==> config.mk <==
export PLATFORM = sky130hd
export DESIGN_NAME = dsc_pps_parser
export DESIGN_NICKNAME = d
export VERILOG_FILES = /design/src/rtl/dsc_pkg.sv /design/src/rtl/dsc_pps_skid.sv /design/src/rtl/dsc_pps_parser.sv
export SDC_FILE = /design/constraint.sdc
export NUM_CORES = 1
export LEC_CHECK = 0
export CORE_ASPECT_RATIO = 1.1
export CORE_MARGIN = 8
export CORE_UTILIZATION = 45
export DETAILED_ROUTE_END_ITERATION = 10
export PLACE_DENSITY = 0.76
export SYNTH_ARGS = -nofsm -noshare
export SYNTH_HDL_FRONTEND = slang
export SYNTH_SLANG_ARGS = --single-unit
export TNS_END_PERCENT = 1
==> constraint.sdc <==
create_clock -name clk -period 3.7 [get_ports clk]
set_input_delay 1.11 -clock clk [delete_from_list [all_inputs] [get_ports clk]]
set_output_delay 1.11 -clock clk [all_outputs]
set_load 0.1 [all_outputs]
==> src/rtl/dsc_pkg.sv <==
// rtl/dsc_pkg.sv - shared PPS constants, byte offsets, state encoding and config record
package dsc_pkg;

    localparam int PPS_BYTES = 128;
    localparam logic [6:0] PPS_LAST_BYTE = 7'(PPS_BYTES - 1);

    // Byte offsets of the first (most significant) byte of each PPS field
    localparam logic [6:0] PPS_OFS_BPC     = 7'd3;
    localparam logic [6:0] PPS_OFS_BPP     = 7'd4;
    localparam logic [6:0] PPS_OFS_PIC_H   = 7'd6;
    localparam logic [6:0] PPS_OFS_PIC_W   = 7'd8;
    localparam logic [6:0] PPS_OFS_SLICE_H = 7'd10;
    localparam logic [6:0] PPS_OFS_SLICE_W = 7'd12;
    localparam logic [6:0] PPS_OFS_CHUNK   = 7'd14;

    typedef enum logic [1:0] {
        PPS_IDLE    = 2'd0,
        PPS_HDR     = 2'd1,
        PPS_PAYLOAD = 2'd2
    } pps_state_t;

    typedef struct packed {
        logic [15:0] pic_width;
        logic [15:0] pic_height;
        logic [15:0] slice_width;
        logic [15:0] slice_height;
        logic [9:0]  bpp;
        logic [3:0]  bpc;
        logic [15:0] chunk_size;
    } dsc_cfg_t;

endpackage

==> src/rtl/dsc_pps_skid.sv <==
// rtl/dsc_pps_skid.sv - one-entry registered output stage for the payload stream
// Ports: in_valid/in_ready/in_data/in_last load side; m_valid/m_ready/m_data/m_last
//        downstream side. in_valid must only be asserted while in_ready is high.
module dsc_pps_skid (
    input  logic       clk,
    input  logic       rst_n,
    input  logic       in_valid,
    output logic       in_ready,
    input  logic [7:0] in_data,
    input  logic       in_last,
    output logic       m_valid,
    input  logic       m_ready,
    output logic [7:0] m_data,
    output logic       m_last
);

    // The entry can be refilled in the same cycle it is being drained.
    assign in_ready = !m_valid || m_ready;

    always_ff @(posedge clk or negedge rst_n) begin
        if (!rst_n) begin
            m_valid <= 1'b0;
            m_data  <= 8'd0;
            m_last  <= 1'b0;
        end else if (in_valid && in_ready) begin
            m_valid <= 1'b1;
            m_data  <= in_data;
            m_last  <= in_last;
        end else if (m_ready) begin
            m_valid <= 1'b0;
        end
    end

endmodule

==> src/rtl/dsc_pps_parser.sv <==
// rtl/dsc_pps_parser.sv - DSC PPS header parser with chunked payload pass-through
// Build option: DSC_PPS_CHECK_EN adds version, bpc and slice-size checks at commit.
// Ports: clk, rst_n; s_valid/s_ready/s_data/s_sof byte stream in (s_sof = PPS byte 0);
//        m_valid/m_ready/m_data/m_last payload out (m_last = last byte of a chunk);
//        cfg_* committed PPS fields; cfg_valid; err (sticky until next s_sof).
module dsc_pps_parser
    import dsc_pkg::*;
#(
    parameter int CHUNK_W = 16
) (
    input  logic               clk,
    input  logic               rst_n,
    input  logic               s_valid,
    output logic               s_ready,
    input  logic [7:0]         s_data,
    input  logic               s_sof,
    output logic               m_valid,
    input  logic               m_ready,
    output logic [7:0]         m_data,
    output logic               m_last,
    output logic [15:0]        cfg_pic_width,
    output logic [15:0]        cfg_pic_height,
    output logic [15:0]        cfg_slice_width,
    output logic [15:0]        cfg_slice_height,
    output logic [9:0]         cfg_bpp,
    output logic [3:0]         cfg_bpc,
    output logic [CHUNK_W-1:0] cfg_chunk_size,
    output logic               cfg_valid,
    output logic               err
);

    localparam logic [1:0] ST_IDLE    = PPS_IDLE;
    localparam logic [1:0] ST_HDR     = PPS_HDR;
    localparam logic [1:0] ST_PAYLOAD = PPS_PAYLOAD;

    logic [1:0]         state;
    logic [6:0]         hdr_cnt;
    logic [CHUNK_W-1:0] chunk_cnt;
    dsc_cfg_t           shadow;
    dsc_cfg_t           cfg;
    logic               s_acc;
    logic               stage_ready;
    logic               stage_load;
    logic               chunk_end;
    logic               hdr_bad;

`ifdef DSC_PPS_CHECK_EN
    localparam logic [7:0] PPS_VERSION = 8'h12;
    logic [7:0] sh_byte0;
`endif

    // The output stage gates input in every state so a byte still held there
    // after a header restart drains before anything new is accepted.
    assign s_ready    = stage_ready;
    assign s_acc      = s_valid && stage_ready;
    assign stage_load = s_acc && !s_sof && (state == ST_PAYLOAD);
    assign chunk_end  = (chunk_cnt == cfg_chunk_size - CHUNK_W'(1));

    assign cfg_pic_width    = cfg.pic_width;
    assign cfg_pic_height   = cfg.pic_height;
    assign cfg_slice_width  = cfg.slice_width;
    assign cfg_slice_height = cfg.slice_height;
    assign cfg_bpp          = cfg.bpp;
    assign cfg_bpc          = cfg.bpc;
    assign cfg_chunk_size   = CHUNK_W'(cfg.chunk_size);

    always_comb begin
        hdr_bad = (CHUNK_W'(shadow.chunk_size) == '0);
`ifdef DSC_PPS_CHECK_EN
        if ((sh_byte0 != PPS_VERSION) ||
            !(shadow.bpc inside {4'd8, 4'd10, 4'd12}) ||
            (shadow.slice_width == 16'd0) || (shadow.slice_height == 16'd0))
            hdr_bad = 1'b1;
`endif
    end

    always_ff @(posedge clk or negedge rst_n) begin
        if (!rst_n) begin
            state     <= ST_IDLE;
            hdr_cnt   <= 7'd0;
            chunk_cnt <= '0;
            shadow    <= '0;
            cfg       <= '0;
            cfg_valid <= 1'b0;
            err       <= 1'b0;
`ifdef DSC_PPS_CHECK_EN
            sh_byte0  <= 8'd0;
`endif
        end else if (s_acc) begin
            if (s_sof) begin
                // sof wins in every state, including on header byte 127
                state     <= ST_HDR;
                hdr_cnt   <= 7'd1;
                chunk_cnt <= '0;
                shadow    <= '0;
                cfg_valid <= 1'b0;
                err       <= 1'b0;
`ifdef DSC_PPS_CHECK_EN
                sh_byte0  <= s_data;
`endif
            end else begin
                case (state)
                    ST_HDR: begin
                        hdr_cnt <= hdr_cnt + 7'd1;
                        case (hdr_cnt)
                            PPS_OFS_BPC:            shadow.bpc                <= s_data[7:4];
                            PPS_OFS_BPP:            shadow.bpp[9:8]           <= s_data[1:0];
                            PPS_OFS_BPP + 7'd1:     shadow.bpp[7:0]           <= s_data;
                            PPS_OFS_PIC_H:          shadow.pic_height[15:8]   <= s_data;
                            PPS_OFS_PIC_H + 7'd1:   shadow.pic_height[7:0]    <= s_data;
                            PPS_OFS_PIC_W:          shadow.pic_width[15:8]    <= s_data;
                            PPS_OFS_PIC_W + 7'd1:   shadow.pic_width[7:0]     <= s_data;
                            PPS_OFS_SLICE_H:        shadow.slice_height[15:8] <= s_data;
                            PPS_OFS_SLICE_H + 7'd1: shadow.slice_height[7:0]  <= s_data;
                            PPS_OFS_SLICE_W:        shadow.slice_width[15:8]  <= s_data;
                            PPS_OFS_SLICE_W + 7'd1: shadow.slice_width[7:0]   <= s_data;
                            PPS_OFS_CHUNK:          shadow.chunk_size[15:8]   <= s_data;
                            PPS_OFS_CHUNK + 7'd1:   shadow.chunk_size[7:0]    <= s_data;
                            default: ;
                        endcase
                        if (hdr_cnt == PPS_LAST_BYTE) begin
                            // All fields live below byte 16, so shadows are final here.
                            cfg       <= shadow;
                            chunk_cnt <= '0;
                            if (hdr_bad) begin
                                err   <= 1'b1;
                                state <= ST_IDLE;
                            end else begin
                                cfg_valid <= 1'b1;
                                state     <= ST_PAYLOAD;
                            end
                        end
                    end
                    ST_PAYLOAD: begin
                        chunk_cnt <= chunk_end ? '0 : chunk_cnt + CHUNK_W'(1);
                    end
                    default: ;
                endcase
            end
        end
    end

    dsc_pps_skid u_skid (
        .clk      (clk),
        .rst_n    (rst_n),
        .in_valid (stage_load),
        .in_ready (stage_ready),
        .in_data  (s_data),
        .in_last  (chunk_end),
        .m_valid  (m_valid),
        .m_ready  (m_ready),
        .m_data   (m_data),
        .m_last   (m_last)
    );

endmodule

# == Yosys cells after proc, flatten, opt, wreduce, memory -nomap -nowiden ==
# Index checks and enable logic that the tools add are counted.
# totals
reg_bits,225
in_bits,13
out_inout_bits,107
wordCells,131
# op_classes
add_sub_neg,3
n_eq_ne,19
muxes,35
bitwise_logic,1
reduce_logical,45
# ops
operator,n
two-way mux 94 bit,2
two-way mux 8 bit,11
"equality test 7 x 4 -> 1 bit, second input constant",8
two-way mux 16 bit,3
AND reduction 3 bit,15
nonzero test 2 bit,17
one-hot mux 16 bit (2 select lines),1
"equality test 7 x 3 -> 1 bit, second input constant",4
"adder 16 x 1 -> 16 bit, second input constant",1
equality test 16 bit,1
logical NOT 16 bit,1
"subtractor 16 x 1 -> 16 bit, second input constant",1
two-way mux 7 bit,2
AND reduction 4 bit,3
two-way mux 1 bit,10
two-way mux 2 bit,5
"adder 7 x 1 -> 7 bit, second input constant",1
"equality test 7 x 2 -> 1 bit, second input constant",1
"equality test 7 bit, second input constant",1
logical AND 1 bit,4
two-way mux 4 bit,1
"inequality test 3 bit, second input constant",1
nonzero test 3 bit,1
"equality test 2 x 1 -> 1 bit, second input constant",1
6 further kinds,7

# == Logic depth before layout (Yosys ltp) ==
# Gate-level depths: netlist (run 1).
# depth
depth_word,7
ltp_mapped,10
ltp_nobuf,9

# == Cells and area by module ==
# From an unflattened synthesis (run 1), not the netlist that was laid out.
# unflattened
hier_cells,822
hier_area_um2,9848.2
# modules_own_cells
module,instances,cells_each,area_each_um2,seq_area_each_um2
dsc_pps_parser,1,800,9422.8,5380.2
dsc_pps_skid,1,22,425.4,250.2

# == Least setup slack after synthesis (run 1) ==
# OpenSTA, ideal clock, no wires.
# synth_timing
path_kind,input to register
from,input m_ready
to,register shadow[18] (netlist name)
setup_time_ps,133
arrival_ps,3559
t_required_ps,3567
slack_ps,8
path_stages,10
n_path_buf,3
cell_sequence,nand2b_1 -> and2_1 -> clkbuf_1 -> o21a_1 -> clkbuf_1 -> nand2_1 -> or4_1 -> clkbuf_1 -> nand3_1 -> o21ai_0
# synth_via
elab_chain_cells,3
# synth_lines
element,line,text
"start, declared",dsc_pps_parser.sv:18,"input logic m_ready,"
logical OR 1 bit,dsc_pps_skid.sv:18,assign in_ready = !m_valid || m_ready;
logical AND 1 bit,dsc_pps_parser.sv:55,assign s_acc = s_valid && stage_ready;
AND reduction 3 bit (no line),n/a,
"end, declared",dsc_pps_parser.sv:39,dsc_cfg_t shadow;
# No other way between the ends.
# A chain may end at the register's enable or synchronous reset.

# == Worst setup path after layout (run 1) ==
# layout_timing
from,register cfg (netlist bit cfg_chunk_size[0])
to,register chunk_cnt[13]
# layout_via
elab_chain_cells,5
# layout_lines
element,line,text
"start, declared",dsc_pps_parser.sv:40,dsc_cfg_t cfg;
"start signal, assigned",dsc_pps_parser.sv:123,cfg <= shadow;
subtractor 16 x 1 -> 16 bit,dsc_pps_parser.sv:57,assign chunk_end = (chunk_cnt == cfg_chunk_size - CHUNK_W'(1));
equality test 16 bit,dsc_pps_parser.sv:57,
two-way mux 16 bit,dsc_pps_parser.sv:135,chunk_cnt <= chunk_end ? '0 : chunk_cnt + CHUNK_W'(1);
one-hot mux 16 bit (2 select lines),dsc_pps_parser.sv:102,case (state)
two-way mux 16 bit,dsc_pps_parser.sv:90,if (s_sof) begin
"end signal, assigned",dsc_pps_parser.sv:135,
"end, declared",dsc_pps_parser.sv:38,logic [CHUNK_W-1:0] chunk_cnt;
# No other way between the ends.

==> results of run 1 <==
[kinds of logic (layout without fill, tap and decap cells)]
| kind of cell | Yosys count | count (layout) | share of synthesized area |
|---|---|---|---|
| buffers and inverters | 66 | 183 | 0.0289 |
| muxes | 111 | 111 | 0.128 |
| adders and majority gates | 6 | 6 | 0.00773 |
| DFF | 225 | 225 | 0.580 |
| xor gates and xnor gates | 21 | 21 | 0.0189 |
| AOI/OAI and AO/OA | 127 | 127 | 0.0831 |
| and+or+nand+nor | 278 | 278 | 0.153 |
[critical path, stage by stage, from the launching register on]
cell       delay, ns
dfrtp_1         0.48
inv_1           0.12
ha_1            0.24
or3b_4          0.43
or4_1           0.48
a211oi_1        0.26
a311o_2         0.20
o2111ai_4       0.35
nand2_2         0.40
o311ai_1        0.15
[metal layers]
| metal | vias up | part of all wire | global-route usage |
|---|---|---|---|
| met2 | 172 | 0.50 | 0.304 |
| met5 | - | 0 | 0 |
| met1 | 3338 | 0.43 | 0.229 |
| met3 | 38 | 0.052 | 0.0315 |
| li1 | 3180 | - | - |
| met4 | 0 | 0.021 | 0.0536 |
[power breakdown]
group,switching [W],internal (W)
clock network,0.000912,0.00118
registers,0.0000461,0.00252
logic,0.000170,0.0000826
[area by class of cell]
cell class / count / area, sq um / share of cell area
clock buffer: 30 / 622 / 0.0535
clock inverter: 7 / 41.3 / 0.00355
inverter: 8 / 30.0 / 0.00258
multi-input combinational: 543 / 3800 / 0.327
sequential: 225 / 5630 / 0.484
tap: 290 / 363 / 0.0312
timing repair buffer: 138 / 1130 / 0.0975
[flip-flops by register name (all words and copies together) (netlist names)]
name              cells
shadow               94
cfg_chunk_size       16
cfg_pic_height       16
cfg_pic_width        16
cfg_slice_height     16
cfg_slice_width      16
chunk_cnt            16
cfg_bpp              10
u_skid.m_data         8
hdr_cnt               7
cfg_bpc               4
state                 2
cfg_valid             1
err                   1
u_skid.m_last         1
u_skid.m_valid        1
[worst min-delay path by stage]
stage	startpoint	depth (start not counted)	slack, ns	endpoint
after detailed placement	u_skid.m_data[6]$_DFFE_PN0P_	2	0.47	u_skid.m_data[6]$_DFFE_PN0P_
after global routing	u_skid.m_data[3]$_DFFE_PN0P_	2	0.51	u_skid.m_data[3]$_DFFE_PN0P_
after floorplan	state[0]$_DFFE_PN0P_	2	0.46	state[0]$_DFFE_PN0P_
after global placement	u_skid.m_data[4]$_DFFE_PN0P_	2	0.46	u_skid.m_data[4]$_DFFE_PN0P_
after CTS	u_skid.m_data[6]$_DFFE_PN0P_	2	0.48	u_skid.m_data[6]$_DFFE_PN0P_
final	u_skid.m_data[5]$_DFFE_PN0P_	2	0.48	u_skid.m_data[5]$_DFFE_PN0P_
[through the flow]
stage               utilization  setup slack (ns)
detailed placement        0.516             0.243
CTS                       0.548             0.468
global placement          0.516             0.320
finish                    0.548             0.440
global route              0.548             0.280
floorplan                     -           0.00828
[layout by cell type (no fill, tap or decap), types with 5 or more instances in the layout]
master	n
a21oi_1	6
and3_1	9
buf_12	5
buf_4	121
clkbuf_1	5
clkbuf_16	23
clkdlybuf4s50_1	11
clkinv_2	5
dfrtp_1	225
ha_1	6
inv_1	8
mux2_2	107
nand2_1	61
nand2b_1	10
nand3_1	105
nand4_1	9
nor2_1	17
nor2b_1	12
nor3_1	11
nor4_1	6
o21ai_0	92
o31ai_1	6
xnor2_1	11
xor2_1	10
==> impl_metrics.json, run 1 <==
{
  "status": "complete, no violations",
  "final_hold_viol_count": 0,
  "endpoint_kind": "register",
  "cts_tree": "done",
  "ys_warn_count": 0,
  "synthTopCellsByCount": "dfrtp_1, mux2_2, nand3_1, o21ai_0, nand2_1",
  "synthToLayoutAreaGrowth_pct": 19.7,
  "htree_levels": 1,
  "placed_cells": 1204,
  "syn_avg_cell_area_sq_um": 11.6,
  "grt_pass1_vias": 6916,
  "worst-setup-path-type": "reg -> reg",
  "routed_wl_mm": 23.6,
  "portBuffers": 119,
  "required_ns": 4.06,
  "ys_ff_latch": 225,
  "finalMaxSlewViolations": 0,
  "hold_path_class": "reg -> reg",
  "rr_worst_depth": 9,
  "regToRegEndpoint": "chunk_cnt[13]$_DFFE_PN0P_",
  "rsz0062_at_grt": "false",
  "fin_crit_ns": 3.26,
  "r2r_start": "cfg_chunk_size[0]$_DFFE_PN0P_",
  "wl_per_cell_microns": 19.0,
  "antenna_cells": 0,
  "synth-main-ff-cell": "dfrtp_1",
  "timing.final.crit_share": 0.881,
  "cellPowerDensity_mw_per_mm2": 422,
  "hold_slack_ns": 0.481,
  "route.detailed.drc": 0,
  "crit_start": "cfg_chunk_size[0]$_DFFE_PN0P_",
  "clock.fmax_ghz": 0.307,
  "cts_hold_buf": 0,
  "die_w_microns": 156,
  "synthesis.nets": 853,
  "dpl_cell_area_sq_mm": 0.0110,
  "cts_buffers": 23,
  "vdd_drop_max_mv": 0.337,
  "async_flop_share": 1.00,
  "ff2ff_setup_slack_ns": 0.44,
  "synth_top_area_frac": 0.580,
  "cts_resized": 0,
  "leakage_nw": 5.55,
  "grt_first_pass_wirelength_mm": 38.1,
  "drive_gt1_frac": 0.307,
  "clock_latency_ns": 0.50,
  "cp-start-kind": "register",
  "grt-ovfl-total": 0,
  "num_vias": 6728,
  "cts-root-buf": "clkbuf_16",
  "finalWeightedCongestion": 0.811,
  "fillers": 1802,
  "final_cell_area_sq_mm": 0.0116,
  "yosysSeqAreaShare": 0.580,
  "via_per_inst": 5.42,
  "syn_area_sq_mm": 0.00971,
  "core_sq_mm": 0.0212,
  "clk_pin_slew_ns": 0.06,
  "clock_sinks": 225,
  "nets": 958,
  "worstMarginPinSlew_ns": 0.795,
  "cp_max_fo": 17,
  "dieArea_sq_mm": 0.0265,
  "synth_area_leader_cell": "dfrtp_1",
  "yosysMostFrequentCell": "dfrtp_1",
  "floorplan.initialDensity": 0.457,
  "dr.pass1.iters": 5,
  "die_y_microns": 170,
  "synth_edf_count": 0,
  "maxCapViolCount": 0,
  "hpwl_mm": 16.1,
  "finalNonFillerCells": 1241,
  "num_rows": 56,
  "endpoint": "chunk_cnt[13]$_DFFE_PN0P_",
  "design.portCount": 120,
  "ys_types": 58,
  "setup_tns_ns": 0,
  "ant_nets": 0,
  "worst_ep_arrival_time_ns": 3.62,
  "skew_ns": 0.00759,
  "cts_buffer_depth": 3,
  "total_power_w": 0.00491,
  "cts_setup_buffers": 0,
  "antenna_found_initial": 0,
  "synthTopCellsByArea": "dfrtp_1, mux2_2, nand3_1",
  "grt.total_usage": 0.179,
  "setup_violations": 0,
  "relSlewSlack": 0.470,
  "grt_max_degree": 102,
  "synth_cells": 834,
  "drtIter0Drc": 432
}
No activity file was read; power rests on OpenSTA's default activity.
==> run 2: changes to the inputs <==
Settings changed: CORE_UTILIZATION 45 to 30, PLACE_DENSITY 0.76 to 0.57, SKIP_CTS_REPAIR_TIMING set to 1.
==> impl_metrics.json, run 2 (same netlist as run 1, synthesis figures left out) <==
{
  "status": "complete, no violations",
  "grt.total_usage": 0.132,
  "setup_violations": 0,
  "endpoint_kind": "register",
  "timing.final.crit_share": 0.853,
  "routed_wl_mm": 25.4,
  "critPathTopFamily": "simple AND/OR/NAND/NOR gates",
  "grt_first_pass_wirelength_mm": 40.9,
  "hpwl_mm": 17.3,
  "grt_pass1_vias": 6980,
  "cp_max_fo": 17,
  "top_register": "shadow",
  "rr_worst_depth": 9,
  "grt_max_degree": 76,
  "clock_sinks": 225,
  "setup_tns_ns": 0,
  "worstMarginPinSlew_ns": 0.729,
  "fillers": 3173,
  "whs_path_depth": 2,
  "cp-start-kind": "register",
  "cts_tree": "done",
  "maxCapViolCount": 0,
  "cts_buffer_depth": 3,
  "slowest_delay_ns": 0.48,
  "htree_levels": 1,
  "worst_hold_startpoint": "u_skid.m_data[5]$_DFFE_PN0P_",
  "use_met3": 0.0225,
  "clock.fmax_ghz": 0.317,
  "cts-root-buf": "clkbuf_16",
  "design.portCount": 120,
  "largest_reg_flops": 94,
  "antenna_cells": 0,
  "relSlewSlack": 0.514,
  "fin_crit_ns": 3.16,
  "crit_chain": "inv_1, ha_1, or3b_4, or4_1, a211oi_1, a311o_2, o2111ai_4, nand2_2, o311ai_1",
  "route.detailed.drc": 0,
  "dieArea_sq_mm": 0.0384,
  "finalMaxSlewViolations": 0,
  "grtUsageMet1": 0.178,
  "grt_util_met2": 0.218,
  "ant_nets": 0,
  "worst-setup-path-type": "reg -> reg",
  "cpMaxStageDelayCell": "or4_1",
  "worstPathBufferInverterCount": 1,
  "die_y_microns": 205,
  "rsz0062_at_grt": "false",
  "wl_per_cell_microns": 18.4,
  "drive_gt1_frac": 0.308,
  "finalWeightedCongestion": 0.748,
  "num_vias": 6755,
  "leakage_nw": 5.61,
  "grt-busiest-layer": "met2",
  "synthToLayoutAreaGrowth_pct": 22.8,
  "layout_common_cells": "dfrtp_1, buf_4, mux2_2",
  "r2r_start": "cfg_chunk_size[0]$_DFFE_PN0P_",
  "drtIter0Drc": 389,
  "nets": 959,
  "hold_end": "u_skid.m_data[5]$_DFFE_PN0P_",
  "ff2ff_setup_slack_ns": 0.54,
  "portBuffers": 119,
  "final_common_cell": "dfrtp_1",
  "grt-ovfl-total": 0,
  "required_ns": 4.08,
  "final_hold_viol_count": 0,
  "skew_ns": 0.0242,
  "cellPowerDensity_mw_per_mm2": 437,
  "dr.pass1.iters": 4,
  "clk_pin_slew_ns": 0.06,
  "regToRegEndpoint": "chunk_cnt[13]$_DFFE_PN0P_",
  "antenna_found_initial": 0,
  "core_sq_mm": 0.0321,
  "hold_slack_ns": 0.478,
  "floorplan.initialDensity": 0.302,
  "hold_path_class": "reg -> reg",
  "cts_buffers": 25,
  "die_w_microns": 188,
  "clock_latency_ns": 0.52,
  "vdd_drop_max_mv": 0.260,
  "num_rows": 69,
  "via_per_inst": 4.88,
  "worst_ep_arrival_time_ns": 3.54
}
run 2: cell type report:
| type | count | area [sq um] | area share |
|---|---|---|---|
| clock buffers | 38 | 724 | 0.0607 |
| clock inverters | 6 | 65.1 | 0.00546 |
| inverters | 8 | 30.0 | 0.00252 |
| multi-input cells | 543 | 3800 | 0.319 |
| flip-flops and latches | 225 | 5630 | 0.472 |
| well taps | 426 | 533 | 0.0447 |
| repair buffers | 137 | 1140 | 0.0955 |
run 2: metal layers:
metal / up-vias / routed length (microns)
li1: 3176 / -
met4: 0 / 480
met1: 3419 / 11900
met5: - / 0
met3: 33 / 1000
met2: 127 / 12000
run 2: power by group:
part           switching [W]  internal [W]  leakage, nW
clock               0.000977       0.00142        0.385
combinational       0.000172     0.0000822         2.12
sequential         0.0000433       0.00252         3.10
total                0.00119       0.00402         5.61
run 2: worst max-delay path by stage:
| stage | start | end | slack (ns) | depth (start not counted) |
|---|---|---|---|---|
| CTS | cfg_chunk_size[0]$_DFFE_PN0P_ | chunk_cnt[13]$_DFFE_PN0P_ | 0.53 | 9 |
| global placement | m_ready | shadow[17]$_DFFE_PN0P_ | 0.21 | 8 |
| floorplan | m_ready | shadow[18]$_DFFE_PN0P_ | 0.008 | 10 |
| finish | cfg_chunk_size[0]$_DFFE_PN0P_ | chunk_cnt[13]$_DFFE_PN0P_ | 0.54 | 9 |
| detailed placement | m_ready | shadow[8]$_DFFE_PN0P_ | 0.19 | 8 |
| global route | cfg_chunk_size[0]$_DFFE_PN0P_ | chunk_cnt[4]$_DFFE_PN0P_ | 0.33 | 9 |
run 2: per-stage QoR:
stage                     utilization  std cells  area, sq um  total power (W)  setup WS [ns]
after floorplan                     -        834         9710          0.00273        0.00828
after global placement          0.347       1339        11100          0.00287          0.206
after detailed placement        0.347       1339        11100          0.00287          0.189
after CTS                       0.371       1383        11900          0.00530          0.534
after global routing            0.371       1383        11900          0.00542          0.327
final                           0.371       1383        11900          0.00521          0.543
run 2: worst register-to-register path, stage by stage (launching register included):
cell       delay (ns)
dfrtp_1          0.47
inv_1            0.11
ha_1             0.21
or3b_4           0.43
or4_1            0.48
a211oi_1         0.24
a311o_2          0.19
o2111ai_4        0.35
nand2_2          0.42
o311ai_1         0.14
